$ cat config.mk
export PLATFORM = sky130hd
export DESIGN_NAME = mpmc9_burst_sched_flat
export DESIGN_NICKNAME = d
export VERILOG_FILES = /design/src/rtl/mpmc9_burst_sched_if.sv /design/src/rtl/mpmc9_burst_sched.sv /design/src/flat_wrapper.sv
export SDC_FILE = /design/constraint.sdc
export NUM_CORES = 1
export LEC_CHECK = 0
export BUFFER_PORTS_ARGS = -buffer_cell sky130_fd_sc_hd__buf_2
export CAP_MARGIN = 20
export CORE_MARGIN = 2
export CORE_UTILIZATION = 40
export DETAILED_ROUTE_END_ITERATION = 10
export PLACE_DENSITY = 0.64
export SETUP_SLACK_MARGIN = 0.3
export SLEW_MARGIN = 20
export SYNTH_ARGS = -nofsm -noshare
export SYNTH_HDL_FRONTEND = slang
export SYNTH_SLANG_ARGS = --single-unit
$ cat constraint.sdc
create_clock -name clk -period 4.3 [get_ports clk]
set_input_delay 0.43 -clock clk [delete_from_list [all_inputs] [get_ports clk]]
set_output_delay 0.43 -clock clk [all_outputs]
set_load 0.03 [all_outputs]
$ cat src/rtl/mpmc9_burst_sched_if.sv
// Request/command bundle between the mpmc9 channel muxes, the burst scheduler
// and the DDR application interface.
interface mpmc9_burst_sched_if;
  logic [7:0]  req;
  logic [7:0]  we;
  logic [31:0] adr_i;
  logic        app_rdy;
  logic        app_wdf_rdy;
  logic        app_rd_data_valid;
  logic [3:0]  ch;
  logic [5:0]  num_strips;
  logic        app_en;
  logic [2:0]  app_cmd;
  logic [31:0] app_addr;
  logic        app_wdf_wren;
  logic        app_wdf_end;
  logic [7:0]  done;
  logic        busy;

  modport master (
    input  req, we, adr_i, app_rdy, app_wdf_rdy, app_rd_data_valid,
    output ch, num_strips, app_en, app_cmd, app_addr, app_wdf_wren, app_wdf_end,
           done, busy
  );

  modport slave (
    output req, we, adr_i, app_rdy, app_wdf_rdy, app_rd_data_valid,
    input  ch, num_strips, app_en, app_cmd, app_addr, app_wdf_wren, app_wdf_end,
           done, busy
  );
endinterface

$ cat src/rtl/mpmc9_burst_sched.sv
// mpmc9 round-robin channel scheduler: grants one of eight channels, issues one
// app command per strip and pulses done[ch] once the burst has fully completed.
//
// state   | meaning
// IDLE    | waiting for any req, round-robin pick after last_ch
// GRANT   | latch address, direction and strip count of ch
// CMD     | app_en held until each strip command is accepted
// WAIT_RD | all read commands issued, waiting for the final strip
// ACK     | one-cycle done[ch] pulse
module mpmc9_burst_sched #(
  parameter logic [5:0] S0 = 6'd63, S1 = 6'd1,  S2 = 6'd31, S3 = 6'd63,
  parameter logic [5:0] S4 = 6'd0,  S5 = 6'd63, S6 = 6'd63, S7 = 6'd3,
  parameter int         STRIP_BYTES = 16
) (
  input  logic                 clk,
  input  logic                 rst,
  mpmc9_burst_sched_if.master  bus
);

  typedef enum logic [2:0] {IDLE, GRANT, CMD, WAIT_RD, ACK} state_t;

  localparam logic [31:0] STRIP_INC = 32'(STRIP_BYTES);
  localparam logic [31:0] ADDR_MASK = ~(STRIP_INC - 32'd1);

  state_t      state_q, state_d;
  logic [2:0]  ch_q, ch_d;
  logic [2:0]  last_ch_q, last_ch_d;
  logic [5:0]  num_strips_q, num_strips_d;
  logic        wr_q, wr_d;
  logic        app_en_q, app_en_d;
  logic [2:0]  app_cmd_q, app_cmd_d;
  logic [31:0] app_addr_q, app_addr_d;
  logic        wdf_q, wdf_d;
  logic [7:0]  done_q, done_d;
  logic        busy_q, busy_d;
  logic [5:0]  cmd_cnt_q, cmd_cnt_d;
  logic [5:0]  rd_cnt_q, rd_cnt_d;
  logic        rd_done_q, rd_done_d;

  logic [2:0]  pick, rr_idx;
  logic        found;
  logic [5:0]  s_cur;
  logic        accept, cmd_final, rd_live, rd_final;

  always_comb begin
    pick   = last_ch_q;
    found  = 1'b0;
    rr_idx = 3'd0;
    for (int i = 1; i <= 8; i++) begin
      rr_idx = last_ch_q + 3'(i);
      if (!found && bus.req[rr_idx]) begin
        found = 1'b1;
        pick  = rr_idx;
      end
    end
  end

  always_comb begin
    case (ch_q)
      3'd0:    s_cur = S0;
      3'd1:    s_cur = S1;
      3'd2:    s_cur = S2;
      3'd3:    s_cur = S3;
      3'd4:    s_cur = S4;
      3'd5:    s_cur = S5;
      3'd6:    s_cur = S6;
      default: s_cur = S7;
    endcase
  end

  // Read data may return while commands are still issuing; a latched final
  // strip (rd_done_q) lets CMD skip WAIT_RD.
  assign accept    = app_en_q & bus.app_rdy & (~wr_q | bus.app_wdf_rdy);
  assign cmd_final = accept & (cmd_cnt_q == num_strips_q);
  assign rd_live   = bus.app_rd_data_valid & ~wr_q & ~rd_done_q &
                     ((state_q == CMD) | (state_q == WAIT_RD));
  assign rd_final  = rd_live & (rd_cnt_q == num_strips_q);

  always_ff @(posedge clk or posedge rst) begin
    if (rst) begin
      state_q      <= IDLE;
      ch_q         <= 3'd0;
      last_ch_q    <= 3'd7;
      num_strips_q <= 6'd0;
      wr_q         <= 1'b0;
      app_en_q     <= 1'b0;
      app_cmd_q    <= 3'd0;
      app_addr_q   <= 32'd0;
      wdf_q        <= 1'b0;
      done_q       <= 8'd0;
      busy_q       <= 1'b0;
      cmd_cnt_q    <= 6'd0;
      rd_cnt_q     <= 6'd0;
      rd_done_q    <= 1'b0;
    end else begin
      state_q      <= state_d;
      ch_q         <= ch_d;
      last_ch_q    <= last_ch_d;
      num_strips_q <= num_strips_d;
      wr_q         <= wr_d;
      app_en_q     <= app_en_d;
      app_cmd_q    <= app_cmd_d;
      app_addr_q   <= app_addr_d;
      wdf_q        <= wdf_d;
      done_q       <= done_d;
      busy_q       <= busy_d;
      cmd_cnt_q    <= cmd_cnt_d;
      rd_cnt_q     <= rd_cnt_d;
      rd_done_q    <= rd_done_d;
    end
  end

  always_comb begin
    state_d = state_q;
    case (state_q)
      IDLE:    if (|bus.req) state_d = GRANT;
      GRANT:   state_d = CMD;
      CMD:     if (cmd_final) state_d = (wr_q | rd_done_q | rd_final) ? ACK : WAIT_RD;
      WAIT_RD: if (rd_final) state_d = ACK;
      ACK:     state_d = IDLE;
      default: state_d = IDLE;
    endcase
  end

  always_comb begin
    ch_d         = ch_q;
    last_ch_d    = last_ch_q;
    num_strips_d = num_strips_q;
    wr_d         = wr_q;
    app_cmd_d    = app_cmd_q;
    app_addr_d   = app_addr_q;
    cmd_cnt_d    = cmd_cnt_q;
    rd_cnt_d     = rd_cnt_q;
    rd_done_d    = rd_done_q;
    case (state_q)
      IDLE: begin
        if (|bus.req) begin
          ch_d      = pick;
          last_ch_d = pick;
        end
      end
      GRANT: begin
        wr_d         = bus.we[ch_q];
        num_strips_d = bus.we[ch_q] ? 6'd0 : s_cur;
        app_cmd_d    = bus.we[ch_q] ? 3'd0 : 3'd1;
        app_addr_d   = bus.adr_i & ADDR_MASK;
        cmd_cnt_d    = 6'd0;
        rd_cnt_d     = 6'd0;
        rd_done_d    = 1'b0;
      end
      CMD, WAIT_RD: begin
        if (accept) begin
          cmd_cnt_d  = cmd_cnt_q + 6'd1;
          app_addr_d = app_addr_q + STRIP_INC;
        end
        if (rd_live) rd_cnt_d = rd_cnt_q + 6'd1;
        if (rd_final) rd_done_d = 1'b1;
      end
      default: ;
    endcase
    app_en_d = (state_d == CMD);
    wdf_d    = (state_d == CMD) & wr_d;
    done_d   = (state_d == ACK) ? (8'd1 << ch_q) : 8'd0;
    busy_d   = (state_d != IDLE);
  end

  assign bus.ch           = {1'b0, ch_q};
  assign bus.num_strips   = num_strips_q;
  assign bus.app_en       = app_en_q;
  assign bus.app_cmd      = app_cmd_q;
  assign bus.app_addr     = app_addr_q;
  assign bus.app_wdf_wren = wdf_q;
  assign bus.app_wdf_end  = wdf_q;
  assign bus.done         = done_q;
  assign bus.busy         = busy_q;

endmodule
$ cat src/flat_wrapper.sv
// flat-port wrapper written by rule: the top's interface ports become plain ports
module mpmc9_burst_sched_flat 
#(
  parameter logic [5:0] S0 = 6'd63, S1 = 6'd1,  S2 = 6'd31, S3 = 6'd63,
  parameter logic [5:0] S4 = 6'd0,  S5 = 6'd63, S6 = 6'd63, S7 = 6'd3,
  parameter int         STRIP_BYTES = 16
)
  (clk, rst, bus_req, bus_we, bus_adr_i, bus_app_rdy, bus_app_wdf_rdy, bus_app_rd_data_valid, bus_ch, bus_num_strips, bus_app_en, bus_app_cmd, bus_app_addr, bus_app_wdf_wren, bus_app_wdf_end, bus_done, bus_busy);
  mpmc9_burst_sched_if bus_i ();
  input  logic clk;
  input  logic rst;
  input wire logic [$bits(bus_i.req)-1:0] bus_req;
  input wire logic [$bits(bus_i.we)-1:0] bus_we;
  input wire logic [$bits(bus_i.adr_i)-1:0] bus_adr_i;
  input wire logic [$bits(bus_i.app_rdy)-1:0] bus_app_rdy;
  input wire logic [$bits(bus_i.app_wdf_rdy)-1:0] bus_app_wdf_rdy;
  input wire logic [$bits(bus_i.app_rd_data_valid)-1:0] bus_app_rd_data_valid;
  output wire logic [$bits(bus_i.ch)-1:0] bus_ch;
  output wire logic [$bits(bus_i.num_strips)-1:0] bus_num_strips;
  output wire logic [$bits(bus_i.app_en)-1:0] bus_app_en;
  output wire logic [$bits(bus_i.app_cmd)-1:0] bus_app_cmd;
  output wire logic [$bits(bus_i.app_addr)-1:0] bus_app_addr;
  output wire logic [$bits(bus_i.app_wdf_wren)-1:0] bus_app_wdf_wren;
  output wire logic [$bits(bus_i.app_wdf_end)-1:0] bus_app_wdf_end;
  output wire logic [$bits(bus_i.done)-1:0] bus_done;
  output wire logic [$bits(bus_i.busy)-1:0] bus_busy;
  assign bus_i.req = bus_req;
  assign bus_i.we = bus_we;
  assign bus_i.adr_i = bus_adr_i;
  assign bus_i.app_rdy = bus_app_rdy;
  assign bus_i.app_wdf_rdy = bus_app_wdf_rdy;
  assign bus_i.app_rd_data_valid = bus_app_rd_data_valid;
  assign bus_ch = bus_i.ch;
  assign bus_num_strips = bus_i.num_strips;
  assign bus_app_en = bus_i.app_en;
  assign bus_app_cmd = bus_i.app_cmd;
  assign bus_app_addr = bus_i.app_addr;
  assign bus_app_wdf_wren = bus_i.app_wdf_wren;
  assign bus_app_wdf_end = bus_i.app_wdf_end;
  assign bus_done = bus_i.done;
  assign bus_busy = bus_i.busy;
  mpmc9_burst_sched #(.S0(S0), .S1(S1), .S2(S2), .S3(S3), .S4(S4), .S5(S5), .S6(S6), .S7(S7), .STRIP_BYTES(STRIP_BYTES)) u_core (.clk(clk), .rst(rst), .bus(bus_i));
endmodule
After elaboration in Yosys (flattened, before gate mapping):

Cells that the tools add are included.

* register bits: 75
* latch bits: 0
* memory bits (writable): 0
* ROM bits: 0
* input port bits: 53
* output and inout port bits: 57
* logic and storage cells: 140
* memories: 0

* add/sub/neg operators: 10
* $mul: 0
* divide/modulo/power cells: 0
* magnitude comparators: 9
* eq/ne operators: 16
* shifts and indexed selects: 1
* muxes and demuxes: 51
* bitwise gates (word level): 14
* reductions and logical operators: 25

Operator list (count)
* case mux 32 bit (2 select lines): 1
* < comparator 3 x 4 -> 1 bit, second input constant: 9
* 2-to-1 mux 3 bit: 12
* adder 32 x 5 -> 32 bit, second input constant: 1
* 2-to-1 mux 32 bit: 1
* binary-select mux 1 bit (select 3 bit): 9
* case mux 6 bit (2 select lines): 2
* case mux 6 bit (4 select lines): 1
* 2-to-1 mux 1 bit: 19
* 2-to-1 mux 6 bit: 3
* equality test 3 x 2 -> 1 bit, second input constant: 5
* adder 3 bit, second input constant: 4
* adder 6 x 1 -> 6 bit, second input constant: 2
* equality test 3 bit, second input constant: 4
* equality test 6 bit: 2
* case mux 3 bit (4 select lines): 1
* AND 1 bit: 8
* 2-to-1 mux 8 bit: 1
* AND reduction 2 bit: 4
* OR reduction 8 bit: 1
* left shift 1 x 3 -> 8 bit, first input constant: 1
* logical AND 1 bit: 7
* logical NOT 1 bit: 7
* adder 3 x 2 -> 3 bit, second input constant: 2
* 11 further kinds: 19

Logic depth before layout (Yosys ltp):

* word-level depth: 25
* gate-level depth with buffers: 12
* mapped depth without buffers: 9

Worst setup path after synthesis:

OpenSTA, ideal clock, no wires.

* kind: reg2reg
* start: register u_core.last_ch_q[1]
* end: register u_core.ch_q[1]
* setup time: 0.087 ns
* arrival time: 2.741 ns
* data required time: 4.213 ns
* setup slack: 1.473 ns
* stages on the path, launching flop included: 12
* buffers on the path: 3
* clock period less this slack: 2.827 ns
* cell sequence: dfstp_2 > buf_6 > buf_2 > inv_1 > ha_1 > buf_6 > mux4_2 > a32o_1 > a31oi_1 > mux2i_1 > or3_1 > o211ai_1

* word-level cells in the longest chain between the ends: 25
* elaborated cells between the ends (all ways): 52
* those cells by class: add/sub: 7; mux: 31; reduce/logical: 14

Ends and longest elaborated chain
* from (decl): line mpmc9_burst_sched.sv:27 `logic [2:0] last_ch_q, last_ch_d;`
* from (signal assigned): line mpmc9_burst_sched.sv:98 `last_ch_q <= last_ch_d;`
* adder 3 x 1 -> 3 bit: line mpmc9_burst_sched.sv:50 `rr_idx = last_ch_q + 3'(i);`
* binary-select mux 1 bit (select 3 bit): line mpmc9_burst_sched.sv:51 `if (!found && bus.req[rr_idx]) begin`
* 2-to-1 mux 1 bit (implied by the code): line mpmc9_burst_sched.sv:51
* 2-to-1 mux 1 bit: line mpmc9_burst_sched.sv:51
* logical NOT 1 bit: line mpmc9_burst_sched.sv:51
* logical AND 1 bit: line mpmc9_burst_sched.sv:51
* 2-to-1 mux 1 bit: line mpmc9_burst_sched.sv:51
* logical NOT 1 bit: line mpmc9_burst_sched.sv:51
* [... 9 more ...]
* logical AND 1 bit: line mpmc9_burst_sched.sv:51
* 2-to-1 mux 1 bit: line mpmc9_burst_sched.sv:51
* logical NOT 1 bit: line mpmc9_burst_sched.sv:51
* logical AND 1 bit: line mpmc9_burst_sched.sv:51
* 2-to-1 mux 1 bit: line mpmc9_burst_sched.sv:51
* logical NOT 1 bit: line mpmc9_burst_sched.sv:51
* logical AND 1 bit: line mpmc9_burst_sched.sv:51
* 2-to-1 mux 3 bit (*): line mpmc9_burst_sched.sv:51
* to (signal assigned): line mpmc9_burst_sched.sv:97 `ch_q <= ch_d;`
* to (decl): line mpmc9_burst_sched.sv:26 `logic [2:0] ch_q, ch_d;`

Mark *: on every way between the ends. The rest lies on a longest branch, timed or not. The select of a mux whose other input is x is not followed.
A chain may end at the register's enable or synchronous reset.

Final worst setup path:

Ends and elaborated chain as after synthesis.

==> summary.txt <==
Worst setup EP type = flop
WS Path Type = reg -> reg
TNS Setup = 0 ns
Post-CTS Setup Repair Bufs = 0
largest area contributor in the netlist = dfrtp_1
Cell Area, Synth = 4640 sq um
Pre-Repair DR Iteration Count = 4
GR Overflow Total = 0
Slew Viols, Final = 0
R2R Setup Slk = 0.91 ns
maxcap violations = 0
layout cells sized above 1 = 25.5%
simple-gate share of the synthesized area = 22.2%
Synth top area share = 34.5%
sw frac = 49.4%
Worst Path Max Fanout = 25
CTS Buffer Depth = 2
chip height = 112 microns
cell-internal power = 2400 uW
Synth Area in XOR/XNOR = 3.94%
row cnt = 39
buffers added on ports = 98
worst setup path end = u_core.ch_q[1]
buffer type at the clock tree root = clkbuf_16
Post-synth EDFFs = 0
Worst Reg2Reg Path Length in Cells = 8
Detail Route Antenna Nets = 0
final wirelength = 11700 microns
DR vias/cell = 5.71
clock network fraction of total power = 15.6%
Worst path max stage delay = 0.84 ns
via count = 4284
status = finished, final reports clean
net count reported at finish = 660
Synth-to-Final Area Change = 16.5%
pin count of the biggest net entering global routing = 60
Antenna Cells = 0
Synth Register Bits = 67
DR DRC count = 0
reg2reg end = u_core.ch_q[1]
Netlist cell types = 73
multi-input logic area = 2670 sq um
most frequent cells in the layout = 98 x buf_2, 64 x dfrtp_1, 62 x nor2_1, 58 x nand2_1, 47 x a21oi_1
Post-CTS Hold Fix Bufs = 0
adder-cell share of the synthesized area = 1.35%
Worst setup SP type = flop
TritonCTS clock tree = built
Initial Util = 40.8%
wire per inst = 15.6 microns
maximum operating frequency = 295 MHz
final period utilization = 78.8%
sequential share of power = 26.5%
Arr. time, crit path = 3.63 ns
Die Width = 112 microns
All-Layer GR Usage = 18.7%
Core ar. = 11400 sq um
DP HPWL = 8160 microns
relative slew slack = 31.5%
initial antenna violation count = 0
# resized after CTS = 0
commonest non-fill, non-tap cell in the layout = buf_2
Seq/Total Area, Yosys = 36.2%
# H-tree levels = 3
first-pass GRT wire length = 19400 microns
Seq. cell area = 1680 sq um
worst-path cell chain = inv_1 -> ha_1 -> mux4_2 -> a32o_1 -> a31oi_1 -> mux2i_1 -> or3_1 -> o211ai_1
largest family of logic cells by synthesized area = simple AND/OR/NAND/NOR gates
IO Count = 110
maximum vdd ir drop = 0.353 mV
initial drt markers = 246
Inserted Clock Buffers = 9
clock slew at reported path FFs = 0.05 ns
gpl congestion = 0.872
WHS = 0.219 ns
# fillers = 1088
worst r2r src = u_core.last_ch_q[1]
final hold vios = 0
clock sink count = 67
CP startpoint = u_core.last_ch_q[1]
die area = 12500 sq um
Avg Inst Size Synth = 8.84 sq um
multiplexer share of the synthesized area = 11.7%
P_sw = 2340 uW
RSZ-0062 raised after global routing = no
# setup viols final = 0
Layout Skew = 0.00789 ns
Top FF cell, synth = dfrtp_1
Compound-Gate Fraction of Synth Area = 17.6%
worst path required time = 4.54 ns
Comb power frac = 57.8%
worst slew pin tran = 1.03 ns
Synth Warn # = 0
Synth async-reset ratio = 100%
slowest cell on the critical path = dfstp_2
cells after synthesis = 525
clk_lat worst skew = 0.33 ns
Leak = 0.00243 uW
Worst Hold Class = in -> async
synth top area cells = dfrtp_1 35%, mux4_2 5.8%, a21oi_1 5.1%
power density over the cells = 875 nW/um^2
vias in the first global route = 4012
Final Critical Period = 3.39 ns
registers in the layout, indices dropped and copies added, names as in the netlist, 3 cells and up:
register and count:
u_core.rd_cnt_q 6, u_core.last_ch_q 3, u_core.bus.done 8, u_core.bus.app_addr 28
u_core.ch_q 3, u_core.cmd_cnt_q 6, u_core.bus.num_strips 4, u_core.state_q 3
per-stage QoR:
| stage | util (%) | total power (uW) | cells | worst slack (ns) | instance area [sq um] |
|---|---|---|---|---|---|
| floorplan | - | 3430 | 531 | 1.47 | 4660 |
| detailed placement | 44.9 | 3990 | 734 | 0.958 | 5100 |
| finish | 47.6 | 4730 | 750 | 0.913 | 5410 |
| global route | 47.6 | 5100 | 750 | 0.701 | 5410 |
| CTS | 47.6 | 4750 | 750 | 0.937 | 5410 |
| global placement | 44.9 | 3920 | 734 | 0.991 | 5100 |
worst max-delay path: cells and delay by family (launching register included):
kind / cells / cell delay (ns)
compound gates: 3 / 0.54
flops: 1 / 0.84
fa+ha+maj: 1 / 0.67
mux: 2 / 0.71
simple gates: 1 / 0.41
buf+inv: 1 / 0.13
power groups by stage:
stage / clock network, uW / logic, uW / registers, uW
4_1_cts: 757 / 2740 / 1250
3_5_place_dp: 0 / 2730 / 1260
5_1_grt: 786 / 3010 / 1300
3_3_place_gp: 0 / 2670 / 1250
6_report: 739 / 2740 / 1260
2_1_floorplan: 0 / 1950 / 1480
area by class of cell:
type	instances	area share [%]
multi-input combinational	410	49.4
clock buffer	10	4.42
clock inverter	6	1.18
inverter	10	0.694
timing repair buffer	104	9.91
tap	143	3.31
sequential	67	31.1
Yosys cell counts (4+ instances only):
cell and count:
buf_6 4, buf_4 11, and2_1 7, xor2_1 12, nor2_1 62, clkbuf_1 20, nand3_1 24, o22ai_1 9
inv_1 6, o22a_1 5, nand2_1 58, mux2_2 8, o21ai_1 6, o21ai_0 20, mux4_2 12, nand2b_1 4
mux2i_1 13, ha_1 5, and3_1 6, a31oi_1 8, nand4_1 14, nor3_1 11, dfrtp_1 64, a21o_1 6
xnor2_1 7, a21oi_1 47
worst min-delay path by stage:
stage | start | end | slack, ns | depth (start not counted)
CTS | rst | u_core.bus.app_addr[14] | 0.25 | 2
global placement | u_core.rd_done_q | u_core.rd_done_q | 0.46 | 2
finish | rst | u_core.bus.app_addr[14] | 0.22 | 2
detailed placement | u_core.rd_done_q | u_core.rd_done_q | 0.47 | 2
floorplan | u_core.rd_done_q | u_core.rd_done_q | 0.45 | 2
global route | rst | u_core.bus.app_addr[14] | 0.29 | 2
cell families (layout without fill, tap and decap cells):
kind of cell	after synthesis	after routing
and+or+nand+nor	212	212
DFF	67	67
xor gates and xnor gates	20	20
muxes	35	35
adders and majority gates	5	5
buffers and inverters	54	130
other	1	7
AOI/OAI and AO/OA	131	131
routing by layer:
| layer | global-route usage (%) | vias up | routed length (microns) |
|---|---|---|---|
| met3 | 2.99 | 17 | 547 |
| met2 | 31.1 | 126 | 5670 |
| met1 | 24.7 | 2084 | 5280 |
| met4 | 7.08 | 0 | 208 |
| li1 | - | 2057 | - |
| met5 | 0 | - | 0 |
Power figures use the tool's default switching activity.
